`src/rtl/seq_player_pkg.sv`:
```
// Shared types and constants for the sequence player.
package seq_player_pkg;

  // Playback controller states.
  typedef enum logic [1:0] {
    IDLE      = 2'd0,
    ARM       = 2'd1,
    WAIT_TICK = 2'd2,
    READ      = 2'd3
  } seq_state_t;

  // Two LSBs of a pattern word that mark the end of a sequence.
  localparam logic [1:0] END_CODE = 2'b11;

  function automatic logic is_end_word(input logic [1:0] lsbs);
    return lsbs == END_CODE;
  endfunction

endpackage

```
`src/rtl/seq_sel_counter.sv`:
```
// Pushbutton edge detection and wrapping up/down sequence-number counter.
module seq_sel_counter #(
  parameter int unsigned SEQ_W   = 6,
  parameter int unsigned NUM_SEQ = 64
) (
  input  logic             clk,
  input  logic             rst_n,
  input  logic             up,
  input  logic             dn,
  input  logic             hold,
  output logic [SEQ_W-1:0] seq_num
);

  localparam logic [SEQ_W-1:0] LAST = SEQ_W'(NUM_SEQ - 1);

  logic             up_q, dn_q;
  logic             up_edge, dn_edge;
  logic [SEQ_W-1:0] seq_d;

  // Rising edges against the registered previous level; opposing edges cancel.
  always_comb begin
    up_edge = up & ~up_q;
    dn_edge = dn & ~dn_q;
    seq_d   = seq_num;
    if (!hold) begin
      if (up_edge && !dn_edge) begin
        seq_d = (seq_num == LAST) ? '0 : seq_num + 1'b1;
      end else if (dn_edge && !up_edge) begin
        seq_d = (seq_num == '0) ? LAST : seq_num - 1'b1;
      end
    end
  end

  // Edge-detect history and the counter itself.
  always_ff @(posedge clk or negedge rst_n) begin
    if (!rst_n) begin
      up_q    <= 1'b0;
      dn_q    <= 1'b0;
      seq_num <= '0;
    end else begin
      up_q    <= up;
      dn_q    <= dn;
      seq_num <= seq_d;
    end
  end

endmodule

```
`src/rtl/seq_player.sv`:
```
// Sequence player: tag table of start addresses, pushbutton sequence select and a
// step_tick-paced playback FSM reading one pattern-ROM word per tick until the end code.
// Optional build macro SEQ_PLAYER_RUNAWAY_EN adds a per-pass word limit (MAX_LEN) that
// sets the sticky err flag; without it err is tied low.
module seq_player
  import seq_player_pkg::*;
#(
  parameter int unsigned ADDR_W  = 10,
  parameter int unsigned DATA_W  = 32,
  parameter int unsigned SEQ_W   = 6,
  parameter int unsigned NUM_SEQ = 64,
  parameter int unsigned MAX_LEN = 1024
) (
  input  logic              CLK_50,
  input  logic              reset,
  input  logic              pb_seq_up,
  input  logic              pb_seq_dn,
  input  logic              play,
  input  logic              stop,
  input  logic              mode_loop,
  input  logic              step_tick,
  input  logic              tag_we,
  input  logic [SEQ_W-1:0]  tag_seq,
  input  logic [ADDR_W-1:0] tag_addr,
  output logic [ADDR_W-1:0] rom_addr,
  input  logic [DATA_W-1:0] rom_data,
  output logic [SEQ_W-1:0]  seq_num,
  output logic [DATA_W-1:0] word_out,
  output logic              word_valid,
  output logic              busy,
  output logic              done,
  output logic              err
);

  seq_state_t        state_q, state_d;
  logic              play_q;
  logic              play_rise;
  logic              end_word;
  logic              runaway;
  logic [ADDR_W-1:0] ptr_q;
  logic [ADDR_W-1:0] start_q;
  logic [ADDR_W-1:0] tag_table [NUM_SEQ];

  assign play_rise = play & ~play_q;
  assign end_word  = is_end_word(rom_data[1:0]);
  assign busy      = (state_q != IDLE);

  seq_sel_counter #(
    .SEQ_W   (SEQ_W),
    .NUM_SEQ (NUM_SEQ)
  ) u_sel (
    .clk     (CLK_50),
    .rst_n   (reset),
    .up      (pb_seq_up),
    .dn      (pb_seq_dn),
    .hold    (busy),
    .seq_num (seq_num)
  );

`ifdef SEQ_PLAYER_RUNAWAY_EN
  localparam int unsigned CNT_W = $clog2(MAX_LEN + 1);

  logic [CNT_W-1:0] wcnt_q;

  // This read would be the MAX_LEN-th word of the pass with no end code in sight.
  assign runaway = (state_q == READ) && !end_word && (wcnt_q == CNT_W'(MAX_LEN - 1));

  // Words-per-pass counter and sticky runaway flag; stop pre-empts both.
  always_ff @(posedge CLK_50 or negedge reset) begin
    if (!reset) begin
      wcnt_q <= '0;
      err    <= 1'b0;
    end else if (!stop) begin
      if (state_q == ARM) begin
        wcnt_q <= '0;
      end else if (state_q == READ) begin
        wcnt_q <= end_word ? '0 : wcnt_q + 1'b1;
      end
      if (runaway) begin
        err <= 1'b1;
      end
    end
  end
`else
  logic unused_max_len;

  assign runaway        = 1'b0;
  assign err            = 1'b0;
  assign unused_max_len = (MAX_LEN == 0);
`endif

  // Next-state logic; stop wins over every other transition.
  always_comb begin
    state_d = state_q;
    unique case (state_q)
      IDLE:      if (play_rise) state_d = ARM;
      ARM:       state_d = WAIT_TICK;
      WAIT_TICK: if (step_tick) state_d = READ;
      READ: begin
        if (end_word) begin
          state_d = mode_loop ? WAIT_TICK : IDLE;
        end else if (runaway) begin
          state_d = IDLE;
        end else begin
          state_d = WAIT_TICK;
        end
      end
      default:   state_d = IDLE;
    endcase
    if (stop) begin
      state_d = IDLE;
    end
  end

  // Tag table writes; out-of-range indices are silently dropped.
  always_ff @(posedge CLK_50 or negedge reset) begin
    if (!reset) begin
      for (int i = 0; i < int'(NUM_SEQ); i++) begin
        tag_table[i] <= '0;
      end
    end else if (tag_we && (32'(tag_seq) < NUM_SEQ)) begin
      tag_table[tag_seq] <= tag_addr;
    end
  end

  // FSM state, address pointer and output registers.
  always_ff @(posedge CLK_50 or negedge reset) begin
    if (!reset) begin
      state_q    <= IDLE;
      play_q     <= 1'b0;
      ptr_q      <= '0;
      start_q    <= '0;
      rom_addr   <= '0;
      word_out   <= '0;
      word_valid <= 1'b0;
      done       <= 1'b0;
    end else begin
      state_q    <= state_d;
      play_q     <= play;
      word_valid <= 1'b0;
      done       <= 1'b0;
      // On stop, rom_addr and word_out simply hold.
      if (!stop) begin
        unique case (state_q)
          ARM: begin
            ptr_q    <= tag_table[seq_num];
            start_q  <= tag_table[seq_num];
            rom_addr <= tag_table[seq_num];
          end
          READ: begin
            word_out   <= rom_data;
            word_valid <= 1'b1;
            if (end_word && mode_loop) begin
              ptr_q    <= start_q;
              rom_addr <= start_q;
            end else if (end_word) begin
              done <= 1'b1;
            end else begin
              ptr_q    <= ptr_q + 1'b1;
              rom_addr <= ptr_q + 1'b1;
            end
          end
          default: ;
        endcase
      end
    end
  end

endmodule

```
`config.mk`:
```
export PLATFORM = sky130hd
export DESIGN_NAME = seq_player
export DESIGN_NICKNAME = d
export VERILOG_FILES = /design/src/rtl/seq_player_pkg.sv /design/src/rtl/seq_sel_counter.sv /design/src/rtl/seq_player.sv
export SDC_FILE = /design/constraint.sdc
export NUM_CORES = 1
export LEC_CHECK = 0
export BUFFER_PORTS_ARGS = -buffer_cell sky130_fd_sc_hd__clkbuf_2
export CELL_PAD_IN_SITES_DETAIL_PLACEMENT = 1
export CELL_PAD_IN_SITES_GLOBAL_PLACEMENT = 2
export CORE_ASPECT_RATIO = 0.8
export CORE_MARGIN = 4
export CORE_UTILIZATION = 46
export CTS_CLUSTER_SIZE = 24
export DETAILED_ROUTE_END_ITERATION = 10
export PLACE_DENSITY = 0.9
export SLEW_MARGIN = 15
export SYNTH_ARGS = -nofsm -noshare
export SYNTH_HDL_FRONTEND = slang
export SYNTH_HIERARCHICAL = 1
export SYNTH_SLANG_ARGS = --single-unit
```
`constraint.sdc`:
```
create_clock -name CLK_50 -period 2.7 [get_ports CLK_50]
set_input_delay 0 -clock CLK_50 [delete_from_list [all_inputs] [get_ports CLK_50]]
set_output_delay 0 -clock CLK_50 [all_outputs]
set_load 0.05 [all_outputs]
```
==> metrics.md, run 1 <==
| Metric | Value |
|---|---|
| #FFs+latches synth | `705` |
| Synth Net Count | `between 2000 and 2500` |
| Fillers | `~6600` |
| Setup TNS | `0 ps` |
| Startpoint types | `flip-flop` |
| Detailed Place HPWL | `approximately 62000 um` |
| Kind of critical path | `reg2reg` |
| Critical Path AT | `3220 ps` |
| Worst Tran Pin Value | `~950 ps` |
| Share of the synthesized area in the top cell type | `around 55%` |
| YS warnings | `6` |
| P_leak | `17.6 nW` |
| Root buffer cell | `clkbuf_16` |
| Die height | `~240 um` |
| Fmax | `376 MHz` |
| Distinct cells, synth | `59` |
| Total Routing Usage GR | `between 20% and 30%` |
| Clock Path Buffers | `3` |
| Die width | `approximately 300 um` |
| Routed Antenna Nets | `0` |
| Maximum VDD drop | `between 600 and 700 uV` |
| Clk_lat worst skew | `between 600 and 700 ps` |
| Area leader, netlist | `dfrtp_1` |
| Post-route cell area | `37600 sq um` |
| Initial antenna violation count | `2` |
| Worst reg-to-reg path cell count | `8` |
| Final hold violations | `0` |
| Placer Congestion | `roughly 0.83` |
| First-pass DRT Iterations | `5` |
| H-tree levels | `3` |
| Fin util | `between 50% and 60%` |
| Clock transition at path regs | `approximately 60 ps` |
| PortBufs | `about 110` |
| # rows | `86` |
| Post-synth EDFFs | `0` |
| GRT overflow | `0` |
| Fin crit period | `around 2700 ps` |
| Largest net degree at the start of global routing | `150` |
| Outcome | `finished, final reports clean` |
| Setup violations, final | `0` |
| Syn_area_per_cell | `14.6 sq um` |
| Relative max-transition margin | `a little over a third` |
| Vias per inst | `approximately 6` |
| Pre-CTS WS | `-107 ps` |
| Count leader, synth | `dfrtp_1` |
| Fin crit share | `between 90 and 100%` |
| Ys async rst share | `100%` |
| Drt initial violations | `1590` |
| Syn Inst Count | `roughly 2200` |
| Max-cap violation count | `0` |
| Req. time, crit path | `between 3000 and 4000 ps` |
| Pwr Total | `34.7 mW` |
| Layout cell share with drive strength beyond 1 | `between 40% and 50%` |
| Layout area overhead | `16.4%` |
| Clock skew | `23.7 ps` |
| Slew Viols, Final | `0` |
| Total core area | `approximately 69000 sq um` |
| Worst-path maximum fanout | `34` |
| First-pass GRT wire length | `approximately 150000 um` |
| Clk sinks | `slightly above 700` |
| Worst min-delay path category | `in2reg` |
| Worst hold slack | `49.6 ps` |
| Vias | `20800` |
| TritonCTS clock tree | `yes` |
| Critical Path Sink Type | `flip-flop` |
| Worst hold path depth | `2` |
| Vias in the first global route | `about 23000` |
| Clock buffer count from CTS | `a little over 70` |
| Die ar. | `74500 sq um` |
| Post-Place Cells | `approximately 3200` |
| Initial Utilization | `46.6%` |
| DR WL/cell | `29.0 um` |
| Synth cell count leaders | `dfrtp_1 (705), mux2_2 (631), nand2_1 (150), mux4_2 (145), clkbuf_1 (98)` |
| Top FF cell, synth | `dfrtp_1` |
| Drt drc | `0` |
| Fin cells | `between 3000 and 4000` |
| IO Pins | `around 110` |
| Final #Nets | `about 2500` |
| Main area contributors after synthesis | `dfrtp_1 (55%), mux2_2 (22%), mux4_2 (10%), mux2i_1 (2.5%), nand2_1 (1.7%)` |
| Pwr/cell area | `924 nW/um^2` |
| Post-route setup slack | `~42 ps` |
| Routed Wire Length | `slightly below 100000 um` |
| Register area share after synthesis | `54.7%` |
| Placed inst area | `between 30000 and 40000 sq um` |
| Mapped Area | `32300 sq um` |
path summary, 6_finish.rpt:
check	slack [ps]	endpoint	from
worst min register to register	480	word_out[24]	word_out[24]
worst min-delay path	50	play_q	play
worst max-delay path	40	start_q[8]	u_sel/seq_num[2]
worst max register to register	40	start_q[8]	u_sel/seq_num[2]
max in group asynchronous	1340	word_out[19]	reset
min in group asynchronous	500	tag_table[346]	reset
sequential cells by signal (all words and copies together), names as in the netlist, 2 cells and up:
name / flops
start_q: 10
word_out: 32
tag_table: 640
state_q: 2
u_sel/seq_num: 6
ptr_q: 10
critical path, stage by stage (launching register included):
cell and delay (ps):
dfrtp_4 440, buf_12 240, buf_4 380, mux2i_1 150
a22o_1 250, a221oi_1 450, o211ai_1 230, o22ai_1 240
mux2_2 180
layer usage:
metal / global-route usage [%] / up-vias / part of all wire [%] / wire (um)
met5: 0 / - / 0.013 / 13
met1: 34.3 / 11400 / 41 / 40600
met3: 4.61 / 183 / 5.4 / 5320
met2: 45.5 / 632 / 50 / 49800
met4: 8.43 / 2 / 3.1 / 3120
li1: - / 8565 / - / -
cell families (layout without fill, tap and decap cells):
logic type / Yosys count / after routing / synth area share (%)
and+or+nand+nor: 315 / 315 / 4.51
buffers and inverters: 168 / 447 / 2.31
adders and majority gates: 5 / 5 / 0.194
muxes: 874 / 874 / 35.2
AOI/OAI and AO/OA: 133 / 133 / 2.85
DFF: 705 / 705 / 54.7
other: 1 / 2 / 0.0116
xor gates and xnor gates: 7 / 7 / 0.190
placed cells by master (no fill, tap or decap), types with 6 or more instances in the layout:
| master | n |
|---|---|
| and2_1 | 7 |
| nand2_1 | 150 |
| buf_4 | 137 |
| o21ai_1 | 12 |
| clkbuf_16 | 76 |
| inv_1 | 9 |
| clkinv_2 | 14 |
| o21ai_0 | 16 |
| nand2b_1 | 14 |
| a22o_1 | 9 |
| a21oi_1 | 16 |
| nand4_1 | 7 |
| dlygate4sd3_1 | 42 |
| clkbuf_2 | 106 |
| dfrtp_1 | 702 |
| mux2_2 | 631 |
| a22oi_1 | 22 |
| mux4_2 | 145 |
| nor2_2 | 15 |
| buf_12 | 22 |
| nor2_1 | 54 |
| a211oi_1 | 6 |
| a31oi_1 | 6 |
| clkbuf_1 | 20 |
| mux2i_1 | 82 |
| nand3_1 | 20 |
| mux2_1 | 16 |
| clkbuf_8 | 9 |
| nor2b_1 | 16 |
report_power, final:
group,internal (mW),switching [mW]
Combinational,5.33,6.33
Sequential,12.1,1.14
Clock,5.50,4.30
Total,23.0,11.8
cell type report:
| type | instances | area [sq um] | share of cell area, % |
|---|---|---|---|
| Multi-Input combinational cell | 1335 | 13900 | 37.1 |
| Antenna cell | 1 | 2.50 | 0.00666 |
| Inverter | 9 | 33.8 | 0.0899 |
| Sequential cell | 705 | 17700 | 47.0 |
| Clock buffer | 103 | 2050 | 5.46 |
| Tap cell | 924 | 1160 | 3.08 |
| Clock inverter | 23 | 196 | 0.523 |
| Timing Repair Buffer | 312 | 2540 | 6.76 |
timing repair:
item | in CTS | in global routing
cloned | 0 | 2
endpoints found under the hold margin | 525 | 0
resized for setup | 3 | 8
setup buffers | 0 | 8
hold buffers | 43 | 0
endpoints found under the setup margin | 5 | 12
Note: power is estimated with default switching activity, not from simulation.
==> run 2: changes to the inputs <==
--- a/config.mk
+++ b/config.mk
@@ -10,10 +10,10 @@
 export CELL_PAD_IN_SITES_GLOBAL_PLACEMENT = 2
 export CORE_ASPECT_RATIO = 0.8
 export CORE_MARGIN = 4
-export CORE_UTILIZATION = 46
+export CORE_UTILIZATION = 49
 export CTS_CLUSTER_SIZE = 24
 export DETAILED_ROUTE_END_ITERATION = 10
-export PLACE_DENSITY = 0.9
+export PLACE_DENSITY = 0.95
 export SLEW_MARGIN = 15
 export SYNTH_ARGS = -nofsm -noshare
 export SYNTH_HDL_FRONTEND = slang
==> constraint.sdc (replaced) <==
create_clock -name CLK_50 -period 3.28 [get_ports CLK_50]
set_input_delay 0 -clock CLK_50 [delete_from_list [all_inputs] [get_ports CLK_50]]
set_output_delay 0 -clock CLK_50 [all_outputs]
set_load 0.05 [all_outputs]
==> metrics.md, run 2 (synthesis gave the netlist of run 1 again) <==
| Metric | Value |
|---|---|
| H-tree levels | `3` |
| Clk sinks | `between 700 and 800` |
| Slew Viols, Final | `0` |
| Worst-path maximum fanout | `16` |
| Total Routing Usage GR | `about 30%` |
| Root buffer cell | `clkbuf_16` |
| Drt drc | `0` |
| Worst hold endpoint | `u_sel/up_q` |
| Req. time, crit path | `~3800 ps` |
| Largest net degree at the start of global routing | `117` |
| Clk_lat worst skew | `620 ps` |
| Die width | `295 um` |
| Hold Crit Start | `pb_seq_up` |
| Routed Antenna Nets | `0` |
| Pwr/cell area | `just under 800 nW/um^2` |
| Clock skew | `between 30 and 40 ps` |
| First-pass GRT wire length | `157000 um` |
| P_leak | `roughly 17 nW` |
| Worst min-delay path category | `in2reg` |
| Initial antenna violation count | `2` |
| Worst Tran Pin Value | `1040 ps` |
| TritonCTS clock tree | `yes` |
| # rows | `83` |
| Final #Nets | `around 2400` |
| Most common cell after layout, fill and taps aside | `dfrtp_1` |
| Relative max-transition margin | `a little under a third` |
| Worst hold path depth | `2` |
| Max reg flops | `640` |
| Critical Path AT | `3600 ps` |
| Outcome | `finished, final reports clean` |
| Maximum VDD drop | `slightly above 400 uV` |
| Final hold violations | `0` |
| Clock buffer count from CTS | `71` |
| Critical Path Sink Type | `flip-flop` |
| Placer Congestion | `slightly below 0.9` |
| Flop-to-flop setup slack | `roughly 180 ps` |
| Setup TNS | `0 ps` |
| Post-route cell area | `~37000 sq um` |
| Startpoint types | `flip-flop` |
| Pre-CTS WS | `just over 90 ps` |
| Detailed Place HPWL | `between 60000 and 70000 um` |
| PortBufs | `107` |
| Worst r2r src | `u_sel/seq_num[1]` |
| Clock transition at path regs | `approximately 60 ps` |
| Layout area overhead | `14.5%` |
| IO Pins | `109` |
| Fin crit share | `94.4%` |
| Initial Utilization | `49.9%` |
| Die ar. | `70000 sq um` |
| Vias per inst | `6.43` |
| Largest register by flop count | `tag_table` |
| Commonest cells after routing, fill and taps aside | `dfrtp_1 (702), mux2_2 (631), nand2_1 (150)` |
| Crit path cell chain | `buf_4 -> nor2_2 -> a221oi_1 -> o2111ai_1 -> o22ai_1 -> mux2_2` |
| Clock Path Buffers | `3` |
| DR WL/cell | `around 32 um` |
| Fin cells | `approximately 3300` |
| Fillers | `roughly 6000` |
| Worst reg-to-reg path cell count | `6` |
| Post-route setup slack | `185 ps` |
| Worst hold slack | `24.0 ps` |
| Multi-input logic area | `13900 sq um` |
| Max-cap violation count | `0` |
| Placed inst area | `34200 sq um` |
| RSZ-0062 raised after global routing | `no` |
| Die height | `approximately 240 um` |
| Vias | `between 20000 and 25000` |
| Routed Wire Length | `approximately 100000 um` |
| Pwr Total | `approximately 28 mW` |
| Total core area | `between 60000 and 70000 sq um` |
| GRT overflow | `0` |
| Layout cell share with drive strength beyond 1 | `between 40% and 50%` |
| Kind of critical path | `reg2reg` |
| Post-Place Cells | `around 3100` |
| Seq. cell area | `between 15000 and 20000 sq um` |
| First-pass DRT Iterations | `5` |
| Fin crit period | `3100 ps` |
| Setup violations, final | `0` |
| Fin util | `between 50 and 60%` |
| CP peak stage delay | `between 600 and 700 ps` |
| Worst r2r dst | `start_q[8]` |
| Vias in the first global route | `around 23000` |
| Top flop regs | `tag_table (640), word_out (32)` |
| Slowest CP cell | `nor2_2` |
| Fmax | `about 320 MHz` |
| Drt initial violations | `approximately 2100` |
run 2: how the worst max path moves through the flow:
stage                     slack, ps         end              from
after detailed placement         90  start_q[8]  u_sel/seq_num[2]
after CTS                        40  start_q[8]  u_sel/seq_num[2]
after global placement          120  start_q[8]  u_sel/seq_num[2]
final                           180  start_q[8]  u_sel/seq_num[1]
after global routing            110  start_q[8]  u_sel/seq_num[1]
after floorplan                 410    ptr_q[2]  u_sel/seq_num[2]
run 2: report_power, final:
| part | leakage [nW] | internal, mW | total (mW) | switching, mW |
|---|---|---|---|---|
| clock network | 1.15 | 4.64 | 8.20 | 3.56 |
| registers | 9.35 | 9.98 | 11.1 | 1.16 |
| logic | 6.81 | 3.87 | 9.11 | 5.23 |
| total | 17.3 | 18.5 | 28.4 | 9.96 |
run 2: per-layer routing:
| layer | vias to the layer above | global-route usage (%) | wire length [um] |
|---|---|---|---|
| met1 | 11500 | 40.7 | 42600 |
| li1 | 8442 | - | - |
| met4 | 0 | 10.9 | 4010 |
| met2 | 935 | 48.7 | 50800 |
| met5 | - | 0 | 0 |
| met3 | 266 | 6.00 | 7380 |
run 2: repair_timing:
item / in CTS / in global routing
gates resized for setup: 0 / 1
hold endpoints to repair: 561 / 0
buffers inserted: 0 / 0
hold buffers: 43 / 0
setup endpoints to repair: 0 / 2
run 2: worst max-delay path: cells and delay by family, from the launching register on:
| kind | cells | cell delay [ps] |
|---|---|---|
| multiplexers | 1 | 310 |
| flip-flops | 1 | 630 |
| buffers and inverters | 1 | 280 |
| AO/OA/AOI/OAI | 3 | 1080 |
| AND/OR/NAND/NOR | 1 | 640 |
run 2: final cells by class:
| type | count | area share (%) |
|---|---|---|
| Antenna cell | 2 | 0.0135 |
| Inverter | 9 | 0.0914 |
| Multi-Input combinational cell | 1335 | 37.6 |
| Timing Repair Buffer | 262 | 5.42 |
| Sequential cell | 705 | 47.8 |
| Clock buffer | 107 | 5.83 |
| Tap cell | 850 | 2.88 |
| Clock inverter | 19 | 0.423 |
==> run 3: changes to the inputs <==
--- a/config.mk
+++ b/config.mk
@@ -5,15 +5,16 @@
 export SDC_FILE = /design/constraint.sdc
 export NUM_CORES = 1
 export LEC_CHECK = 0
+export ABC_AREA = 1
 export BUFFER_PORTS_ARGS = -buffer_cell sky130_fd_sc_hd__clkbuf_2
 export CELL_PAD_IN_SITES_DETAIL_PLACEMENT = 1
 export CELL_PAD_IN_SITES_GLOBAL_PLACEMENT = 2
 export CORE_ASPECT_RATIO = 0.8
 export CORE_MARGIN = 4
-export CORE_UTILIZATION = 49
+export CORE_UTILIZATION = 40
 export CTS_CLUSTER_SIZE = 24
 export DETAILED_ROUTE_END_ITERATION = 10
-export PLACE_DENSITY = 0.95
+export PLACE_DENSITY = 0.94
 export SLEW_MARGIN = 15
 export SYNTH_ARGS = -nofsm -noshare
 export SYNTH_HDL_FRONTEND = slang
==> metrics.md, run 3 <==
| Metric | Value |
|---|---|
| Maximum VDD drop | `594 uV` |
| Root buffer cell | `clkbuf_16` |
| Worst setup path startpoint | `u_sel/seq_num[1]` |
| First-pass GRT wire length | `about 180000 um` |
| Clk sinks | `about 710` |
| Worst hold slack | `-1.01 ps` |
| Total core area | `79400 sq um` |
| RSZ-0062 raised after global routing | `no` |
| Pre-CTS WS | `slightly below 800 ps` |
| Register area share after synthesis | `between 50% and 60%` |
| Critical Path AT | `roughly 3000 ps` |
| Routed Antenna Nets | `0` |
| First-pass DRT Iterations | `5` |
| Initial antenna violation count | `5` |
| Worst r2r dst | `start_q[9]` |
| Worst r2r src | `u_sel/seq_num[1]` |
| Post-route cell area | `37100 sq um` |
| Count leader, synth | `nand2_1` |
| Max reg flops | `640` |
| Fin crit share | `between 70% and 80%` |
| Synth cell count leaders | `nand2_1 (1684), dfrtp_1 (705), o21ai_0 (624), nand3_1 (557), clkbuf_1 (205)` |
| Clock transition at path regs | `about 60 ps` |
| Mapped Area | `roughly 32000 sq um` |
| Final hold violations | `1` |
| Max-cap violation count | `0` |
| Fmax | `between 300 and 400 MHz` |
| Kind of critical path | `reg2reg` |
| Sw Share | `40.8%` |
| Sequential Power Share | `~36%` |
| Post-Place Cells | `around 5000` |
| Vias per inst | `5.65` |
| Layout area overhead | `14.8%` |
| Setup TNS | `0 ps` |
| Clk_lat worst skew | `roughly 640 ps` |
| Fin cells | `roughly 5200` |
| YS warnings | `6` |
| Top FF cell, synth | `dfrtp_1` |
| Die width | `~330 um` |
| Outcome | `finished, violations left` |
| Distinct cells, synth | `29` |
| Post-synth EDFFs | `0` |
| Routed Wire Length | `~120000 um` |
| Switch Pwr | `12.3 mW` |
| Initial Utilization | `40.7%` |
| Largest register by flop count | `tag_table` |
| Placer Congestion | `~0.86` |
| Worst min-delay path category | `in2async` |
| Setup violations, final | `0` |
| Ys async rst share | `100%` |
| IO Pins | `~110` |
| #FFs+latches synth | `~710` |
| Relative max-transition margin | `22.3%` |
| Main area contributors after synthesis | `dfrtp_1 (55%), nand2_1 (20%), o21ai_0 (9.7%), nand3_1 (8.6%), clkbuf_1 (2.4%)` |
| Violated checks | `hold timing` |
| TritonCTS clock tree | `yes` |
| Placed inst area | `33800 sq um` |
| Synth Net Count | `between 4000 and 5000` |
| Logic pwr share | `34.6%` |
| Syn Inst Count | `between 4000 and 5000` |
| Vias | `approximately 29000` |
| Die height | `262 um` |
| Flop-to-flop setup slack | `~750 ps` |
| Worst Tran Pin Value | `around 1200 ps` |
| Share of the synthesized area in the top cell type | `between 50 and 60%` |
| Largest net degree at the start of global routing | `roughly 120` |
| Pwr Total | `between 30 and 40 mW` |
| Syn_area_per_cell | `between 7 and 8 sq um` |
| Slew Viols, Final | `0` |
| Clock Path Buffers | `3` |
| Commonest cells after routing, fill and taps aside | `nand2_1 (1684), dfrtp_1 (701), o21ai_0 (624)` |
| Worst-path maximum fanout | `36` |
| H-tree levels | `3` |
| Drt drc | `0` |
| Vias in the first global route | `around 30000` |
| Clock power share | `about 29%` |
| Post-route setup slack | `around 750 ps` |
| Area leader, netlist | `dfrtp_1` |
| Startpoint types | `flip-flop` |
| PortBufs | `~110` |
| Top flop regs | `tag_table (640), word_out (32)` |
| Worst reg-to-reg path cell count | `12` |
| Most common cell after layout, fill and taps aside | `nand2_1` |
| Pwr/cell area | `between 800 and 900 nW/um^2` |
| Detailed Place HPWL | `slightly below 70000 um` |
| Fin crit period | `around 2500 ps` |
| DR WL/cell | `22.4 um` |
| Die ar. | `approximately 85000 sq um` |
| Fillers | `9546` |
| GRT overflow | `0` |
| Clock buffer count from CTS | `75` |
| P_leak | `about 17 nW` |
| Clock skew | `between 20 and 25 ps` |
| Final #Nets | `4183` |
| Drt initial violations | `2773` |
| Internal Pwr Total | `about 18 mW` |
| Layout cell share with drive strength beyond 1 | `8.72%` |
| # rows | `92` |
| Critical Path Sink Type | `flip-flop` |
| Req. time, crit path | `3770 ps` |
| Total Routing Usage GR | `between 20 and 30%` |
[run 3: cell count changes after synthesis, sizes merged, moves of 107 or more]
| cell | change |
|---|---|
| clkbuf | +107 |
| mux2 | -647 |
| mux4 | -145 |
| nand2 | +1535 |
| nand3 | +538 |
| o21ai | +639 |
[run 3: worst max-delay path by stage]
stage	end	slack, ps	cells past startpoint
final	start_q[9]	750	12
after global routing	start_q[9]	610	12
after CTS	start_q[9]	750	12
after detailed placement	start_q[9]	790	12
after global placement	start_q[9]	820	11
after floorplan	ptr_q[0]	1230	12
[run 3: metrics by stage]
step           hold slack [ps]  util (%)
3_5_place_dp              89.6      42.6
2_1_floorplan             -296         -
3_3_place_gp              81.5      42.6
4_1_cts                   1.60      46.7
5_1_grt                   50.3      46.7
6_report                 -1.01      46.7
[run 3: timing repair]
action | in CTS | in global routing
endpoints found under the setup margin | 0 | 0
buffers inserted | 0 | 0
hold buffers | 84 | 0
hold endpoints to repair | 656 | 0
gates resized for setup | 0 | 0
[run 3: power by group through the flow]
stage               Combinational, mW  Clock (mW)  Sequential, mW
finish                           10.4        8.74            11.0
global route                     11.3        9.26            11.1
CTS                              10.3        8.86            10.9
detailed placement               10.2           0            11.1
global placement                 9.98           0            11.0
floorplan                        5.98           0            11.4
[run 3: critical path: stages, from the launching register on]
cell and delay (ps):
dfrtp_4 530, inv_6 320, buf_12 260, buf_4 270
nand3_1 120, nand3_1 100, nand2_1 60, nand2_1 50
nand3_1 180, nand3_1 190, nand2_1 120, nand2_1 70
o21ai_0 80
[run 3: per-layer routing]
layer / part of all wire [%] / wire, um / track usage, %
met5: 0.0077 / 9 / 0
met4: 3.2 / 3720 / 8.94
met3: 6.0 / 6970 / 4.23
met2: 46 / 53700 / 42.6
met1: 45 / 52400 / 38.4
[run 3: final cells by class]
| cell class | instances | area [sq um] | area share (%) |
|---|---|---|---|
| Antenna cell | 4 | 10.0 | 0.0270 |
| Clock buffer | 112 | 2260 | 6.08 |
| Clock inverter | 19 | 206 | 0.556 |
| Inverter | 51 | 205 | 0.553 |
| Multi-Input combinational cell | 2999 | 13100 | 35.2 |
| Sequential cell | 705 | 17700 | 47.6 |
| Tap cell | 1034 | 1290 | 3.49 |
| Timing Repair Buffer | 289 | 2430 | 6.56 |
[run 3: cell families (layout without fill, tap and decap cells)]
logic type	count (synthesis)	after routing	share of synthesized area, %
flops	705	705	54.6
fa+ha+maj	5	5	0.193
compound gates	691	691	10.7
other cells	1	5	0.0116
xor+xnor	7	7	0.190
buf+inv	389	471	5.13
simple gates	2295	2295	29.2
